<file path="src/rtl/button_request.sv">
// Debounces a synchronized button/sensor line and emits a press pulse, a pending
// request flag held until acknowledged, and a saturating press counter.
//
// state     | meaning
// ----------+--------------------------------------------------
// IDLE      | debounced level low, input low
// RISE_WAIT | input high, counting stable high samples
// HELD      | debounced level high, input high
// FALL_WAIT | input low, counting stable low samples
module button_request #(
  parameter int DEBOUNCE_CYCLES = 2_000_000
) (
  input  logic       clk,
  input  logic       rst,
  input  logic       sig_sync,
  input  logic       ack,
  input  logic       clear_count,
  output logic       level,
  output logic       press_pulse,
  output logic       req,
  output logic [7:0] press_count
);

  localparam int CNT_W = $clog2(DEBOUNCE_CYCLES + 1);
  localparam logic [CNT_W-1:0] CNT_LAST = CNT_W'(DEBOUNCE_CYCLES - 1);
  localparam logic [CNT_W-1:0] CNT_ONE  = CNT_W'(1);

  typedef enum logic [1:0] {
    IDLE      = 2'd0,
    RISE_WAIT = 2'd1,
    HELD      = 2'd2,
    FALL_WAIT = 2'd3
  } state_t;

  state_t           state_q, state_d;
  logic [CNT_W-1:0] cnt_q, cnt_d;
  logic             level_q, level_d;
  logic             pulse_q, pulse_d;
  logic             req_q, req_d;
  logic [7:0]       count_q, count_d;
  logic             rise_evt;

  always_ff @(posedge clk) begin
    if (rst) begin
      state_q <= IDLE;
      cnt_q   <= '0;
      level_q <= 1'b0;
      pulse_q <= 1'b0;
      req_q   <= 1'b0;
      count_q <= 8'd0;
    end else begin
      state_q <= state_d;
      cnt_q   <= cnt_d;
      level_q <= level_d;
      pulse_q <= pulse_d;
      req_q   <= req_d;
      count_q <= count_d;
    end
  end

  always_comb begin
    state_d  = state_q;
    cnt_d    = cnt_q;
    rise_evt = 1'b0;
    case (state_q)
      IDLE: begin
        if (sig_sync) begin
          state_d = RISE_WAIT;
          cnt_d   = CNT_ONE;
        end else begin
          cnt_d = '0;
        end
      end
      RISE_WAIT: begin
        if (!sig_sync) begin
          state_d = IDLE;
          cnt_d   = '0;
        end else if (cnt_q == CNT_LAST) begin
          state_d  = HELD;
          cnt_d    = '0;
          rise_evt = 1'b1;
        end else begin
          cnt_d = cnt_q + CNT_ONE;
        end
      end
      HELD: begin
        if (!sig_sync) begin
          state_d = FALL_WAIT;
          cnt_d   = CNT_ONE;
        end
      end
      FALL_WAIT: begin
        if (sig_sync) begin
          state_d = HELD;
          cnt_d   = '0;
        end else if (cnt_q == CNT_LAST) begin
          state_d = IDLE;
          cnt_d   = '0;
        end else begin
          cnt_d = cnt_q + CNT_ONE;
        end
      end
      default: begin
        state_d = IDLE;
        cnt_d   = '0;
      end
    endcase
  end

  // A new press beats a simultaneous ack; a clear beats a simultaneous increment.
  always_comb begin
    level_d = (state_d == HELD) || (state_d == FALL_WAIT);
    pulse_d = rise_evt;
    req_d   = req_q;
    if (rise_evt) begin
      req_d = 1'b1;
    end else if (ack && req_q) begin
      req_d = 1'b0;
    end
    count_d = count_q;
    if (clear_count) begin
      count_d = 8'd0;
    end else if (rise_evt && (count_q != 8'hFF)) begin
      count_d = count_q + 8'd1;
    end
  end

  assign level       = level_q;
  assign press_pulse = pulse_q;
  assign req         = req_q;
  assign press_count = count_q;

endmodule

</file>
<file path="config.mk">
export PLATFORM = sky130hd
export DESIGN_NAME = button_request
export DESIGN_NICKNAME = d
export VERILOG_FILES = /design/src/rtl/button_request.sv
export SDC_FILE = /design/constraint.sdc
export NUM_CORES = 1
export LEC_CHECK = 0
export ABC_AREA = 0
export CAP_MARGIN = 20
export CORE_MARGIN = 5
export CORE_UTILIZATION = 25
export DETAILED_ROUTE_END_ITERATION = 6
export GPL_ROUTABILITY_DRIVEN = 0
export PLACE_DENSITY = 0.42
export SYNTH_ARGS = -nofsm -noshare
export SYNTH_HDL_FRONTEND = slang
export SYNTH_SLANG_ARGS = --single-unit
</file>
<file path="constraint.sdc">
create_clock -name clk -period 4.8 [get_ports clk]
set_input_delay 1.44 -clock clk [delete_from_list [all_inputs] [get_ports clk]]
set_output_delay 1.44 -clock clk [all_outputs]
set_load 0.02 [all_outputs]
</file>
# Yosys cells after proc, flatten, opt, wreduce, memory -nomap -nowiden
# Index checks and enable logic that the tools add are counted.
classes:
  n_addsub: 2
  muxes: 18
  n_eq_ne: 8
  reduce_logical: 6
op_table:
  columns: ["cell", "count"]
  rows:
  - ["$mux 21", 4]
  - ["$pmux 21 s4", 1]
  - ["$add 21x1->21 const B", 1]
  - ["$eq 21x21->1 const B", 1]
  - ["$mux 2", 6]
  - ["$add 8x1->8 const B", 1]
  - ["$eq 2x2->1 const B", 4]
  - ["$ne 8x8->1 const B", 1]
  - ["$pmux 2 s4", 1]
  - ["$mux 1", 6]
  - ["$eq 2x1->1 const B", 1]
  - ["$logic_and 1x1->1", 2]
  - ["$logic_not 2->1", 1]
  - ["$ne 2x2->1 const B", 1]
  - ["$reduce_bool 2->1", 1]
  - ["$reduce_or 2->1", 1]
  - ["$logic_or 1x1->1", 1]
totals:
  word_cells: 40
  regBits: 34
  inputBits: 5
  out_inout_bits: 11

# Depth between registers and ports, before layout
logic_depth:
  ltp_word: 6
  ltp_mapped: 7
  ltp_nobuf: 6

# Worst setup path after synthesis
# No wires, ideal clock.
synth_timing:
  kind: "input-to-reg"
  from: "in sig_sync"
  to: "reg cnt_q[15]"
  slack_ns: 2.048
  stages: 6
  setup_ns: 0.074
  t_arrival_ns: 2.678
  required_time_ns: 4.726
  n_path_buf: 1
  path_cell_list: "xor2_1 nand2_1 a211oi_2 clkbuf_1 o21ai_0 a31oi_1"
synth_between:
  elab_chain_len: 2
  word_cells_on_any_way: 4
  classes_between: "1 x eq/ne; 3 x mux"
synth_rtl:
  columns: ["element", "line", "text"]
  rows:
  - ["start: declaration", "15", "input logic sig_sync,"]
  - ["$mux 21 (on tied branches)", "93, 75", null]
  - ["$pmux 21 s4", "65", "case (state_q)"]
  - ["end signal: assignment", "53", "cnt_q <= cnt_d;"]
  - ["end: declaration", "36", "logic [CNT_W-1:0] cnt_q, cnt_d;"]
# Several ways; a longest one is shown, not always the timed one.
# A chain may end at the register's enable or synchronous reset.

# Final worst setup path
layout_timing:
  from: "in sig_sync"
  to: "reg count_q[4], in the netlist press_count[4]"
layout_between:
  elab_chain_len: 3
layout_rtl:
  columns: ["element", "line", "text"]
  rows:
  - ["$mux 1", "75", "if (!sig_sync) begin"]
  - ["$mux 1", "65", null]
  - ["$logic_and 1x1->1", "123", "end else if (rise_evt && (count_q != 8'hFF)) begin"]
  - ["end signal: assignment", "57", "count_q <= count_d;"]
  - ["end: declaration", "40", "logic [7:0] count_q, count_d;"]
# No other way between the ends.

==> flow_metrics.tcl <==
set metrics [dict create \
    min_path_type "reg -> reg" \
    worstHoldPathCells 2 \
    layout_min_cycle_time_ns 3.25 \
    cp.required_ns 5.02 \
    rsz0062_at_grt "no" \
    post-cts-setup-buffers 0 \
    path_max_fanout 8 \
    synth_seq_cells 33 \
    synth.distinct_cells 49 \
    clkTransAtPathRegs_ns 0.07 \
    power_density_mw_per_mm2 264 \
    internal-power_mw 0.451 \
    grt_max_degree 17 \
    insertion_delay_ns 0.28 \
    syn_inst 217 \
    nets 240 \
    slew_viol_final 0 \
    drv_cap 0 \
    fmax_mhz 308 \
    numCtsBuffers 5 \
    syn_area_sq_mm 0.00178 \
    ant_nets 0 \
    wire_per_inst_microns 13.4 \
    track_usage 0.108 \
    cts_resized 0 \
    fin_worst_skew_ns 0.0111 \
    power_switching_mw 0.115 \
    path_class "in -> reg" \
    dp_hpwl_microns 3240 \
    r2r_end "cnt_q[11]" \
    vdd.ir_drop.worst_mv 0.0990 \
    grt_overflow 0 \
    cts_tree "done" \
    die-area_sq_mm 0.00890 \
    holdPathEnd "req" \
    finalPower_mw 0.566 \
    rows 30 \
    tightest_slew_ns 0.619 \
    netSwitchingFraction 0.203 \
    async_reset_ff_frac 0 \
    rr_startpoint "cnt_q[0]" \
    hold_viol_final 0 \
    syn_nets 224 \
    htreeDepth 2 \
    vias 1646 \
    cp-start-kind "input pin" \
    portBuffers 15 \
    drive_gt1_frac 0.103 \
    cts_sinks 33 \
    endpoint_kind "flop" \
    synth_ff_type "dfxtp_1" \
    start_util 0.259 \
    grt_pass1_vias 1541 \
    max-slew-margin-rel 0.584 \
    cts.root.buffer_cell "clkbuf_8" \
    vias_per_cell 4.99 \
    die_x_microns 94.4 \
    pwr-share-comb 0.029 \
    grt_antenna_before_repair 0 \
    status "finished clean" \
    min_from "req" \
    power.leakage_nw 0.670 \
    drtIter0Drc 90 \
    core_region_area_sq_mm 0.00687 \
    r2r_slack_ns 2.22 \
    power_frac_seq 0.489 \
    tns_ns 0 \
    antenna_cells 0 \
    die_y_microns 94.4 \
    syn_area_per_cell_sq_um 8.20 \
    arrival_ns 3.46 \
    clockBufferDepth 2 \
    routed_wl_microns 4430 \
    ff2ff_path_depth 7 \
    fillCellCount 735 \
    timing.hold.ws_ns 0.471 \
    area_growth_pct 20.6 \
    drc 0 \
    firstDrtPassIters 4 \
    cts_hold_buffers 0 \
    pwr-share-clk 0.482 \
    synth_edf_count 0 \
    ys_seq_area_frac 0.371 \
    setup_violations 0 \
    grt_pass1_wl_microns 7630 \
    io_pins 16 \
    synth_warnings 0 \
    period_share 0.676 \
]
[critical path, cell delays in order]
cell	delay (ns)
clkdlybuf4s50_1	0.54
nand2_1	0.07
nor2_1	0.30
nand4_1	0.37
or4_1	0.59
a21oi_1	0.14
[power by group through the flow]
stage	logic [mW]	registers, mW	clock network, mW
2_1_floorplan	0.0108	0.282	0
3_3_place_gp	0.0164	0.283	0
3_5_place_dp	0.0164	0.283	0
4_1_cts	0.0163	0.277	0.283
5_1_grt	0.0186	0.277	0.294
6_report	0.0162	0.277	0.273
[cell type report]
cell class	instances	area [sq um]	share of cell area
clock buffers	7	86.3	0.0402
well taps	96	120	0.0560
multi-input cells	170	1060	0.493
repair buffers	18	173	0.0805
clock inverters	1	30.0	0.0140
inverters	5	18.8	0.00875
flip-flops and latches	33	661	0.308
[state kept, by name, summed over array words and instances (netlist names)]
register	flops
press_pulse	1
press_count	8
state_q	2
cnt_q	21
req	1
[synth_stat cells, types with 3 or more instances]
cell	count	area share
nand4_1	8	0.028
a21oi_1	18	0.051
o21ai_0	4	0.011
inv_1	5	0.011
clkbuf_1	6	0.013
a31oi_1	10	0.035
or3_1	4	0.014
or4_1	3	0.013
nand2_1	26	0.055
dfxtp_1	33	0.37
nor2_1	17	0.036
nand3_1	19	0.053
nor3_1	7	0.020
o31ai_1	6	0.025
mux2i_1	5	0.028
and3_1	3	0.011
[worst max-delay path by stage]
stage | from | end | slack (ns) | cells past startpoint
floorplan | sig_sync | cnt_q[15] | 2.05 | 6
global placement | sig_sync | press_count[4] | 1.24 | 6
detailed placement | sig_sync | press_count[4] | 1.25 | 6
CTS | sig_sync | press_count[4] | 1.54 | 6
global route | sig_sync | press_count[4] | 1.37 | 6
finish | sig_sync | press_count[4] | 1.55 | 6
[layout by cell type, fill, tap and decap left out, types with 2 or more instances in the layout]
cell             netlist  layout
dfxtp_1               33      33
nand2_1               26      26
nand3_1               19      19
a21oi_1               18      18
nor2_1                17      17
clkdlybuf4s50_1        0      15
a31oi_1               10      10
nand4_1                8       8
nor3_1                 7       7
o31ai_1                6       6
clkbuf_8               0       6
inv_1                  5       5
mux2i_1                5       5
or3_1                  4       4
o21ai_0                4       4
and3_1                 3       3
or4_1                  3       3
buf_4                  0       3
or4b_4                 2       2
nor4_4                 2       2
a41oi_1                2       2
and2_1                 2       2
nand2b_1               2       2
nor4_1                 2       2
and4_1                 2       2
or3_2                  2       2
or3b_2                 2       2
ha_1                   2       2
[metrics by stage]
step | util | cells | area [sq um] | setup slack (ns)
after detailed placement | 0.295 | 322 | 2030 | 1.25
after floorplan | - | 217 | 1780 | 2.05
after CTS | 0.312 | 330 | 2150 | 1.54
after global placement | 0.295 | 322 | 2030 | 1.24
final | 0.312 | 330 | 2150 | 1.55
after global routing | 0.312 | 330 | 2150 | 1.37
[routing by layer]
metal / track usage / vias to the layer above / part of all wire
li1: - / 854 / -
met1: 0.140 / 761 / 0.47
met5: 0 / - / 0
met3: 0.0351 / 2 / 0.036
met4: 0.0277 / 0 / 0.0072
met2: 0.175 / 29 / 0.48
[cells by family after synthesis]
family	Yosys count	synth area share
buffers and inverters	14	0.0345
adders and majority gates	2	0.0141
DFF	33	0.371
AOI/OAI and AO/OA	50	0.181
xor gates and xnor gates	2	0.00985
muxes	5	0.0281
and+or+nand+nor	111	0.361
(Power assumes the default switching activity.)
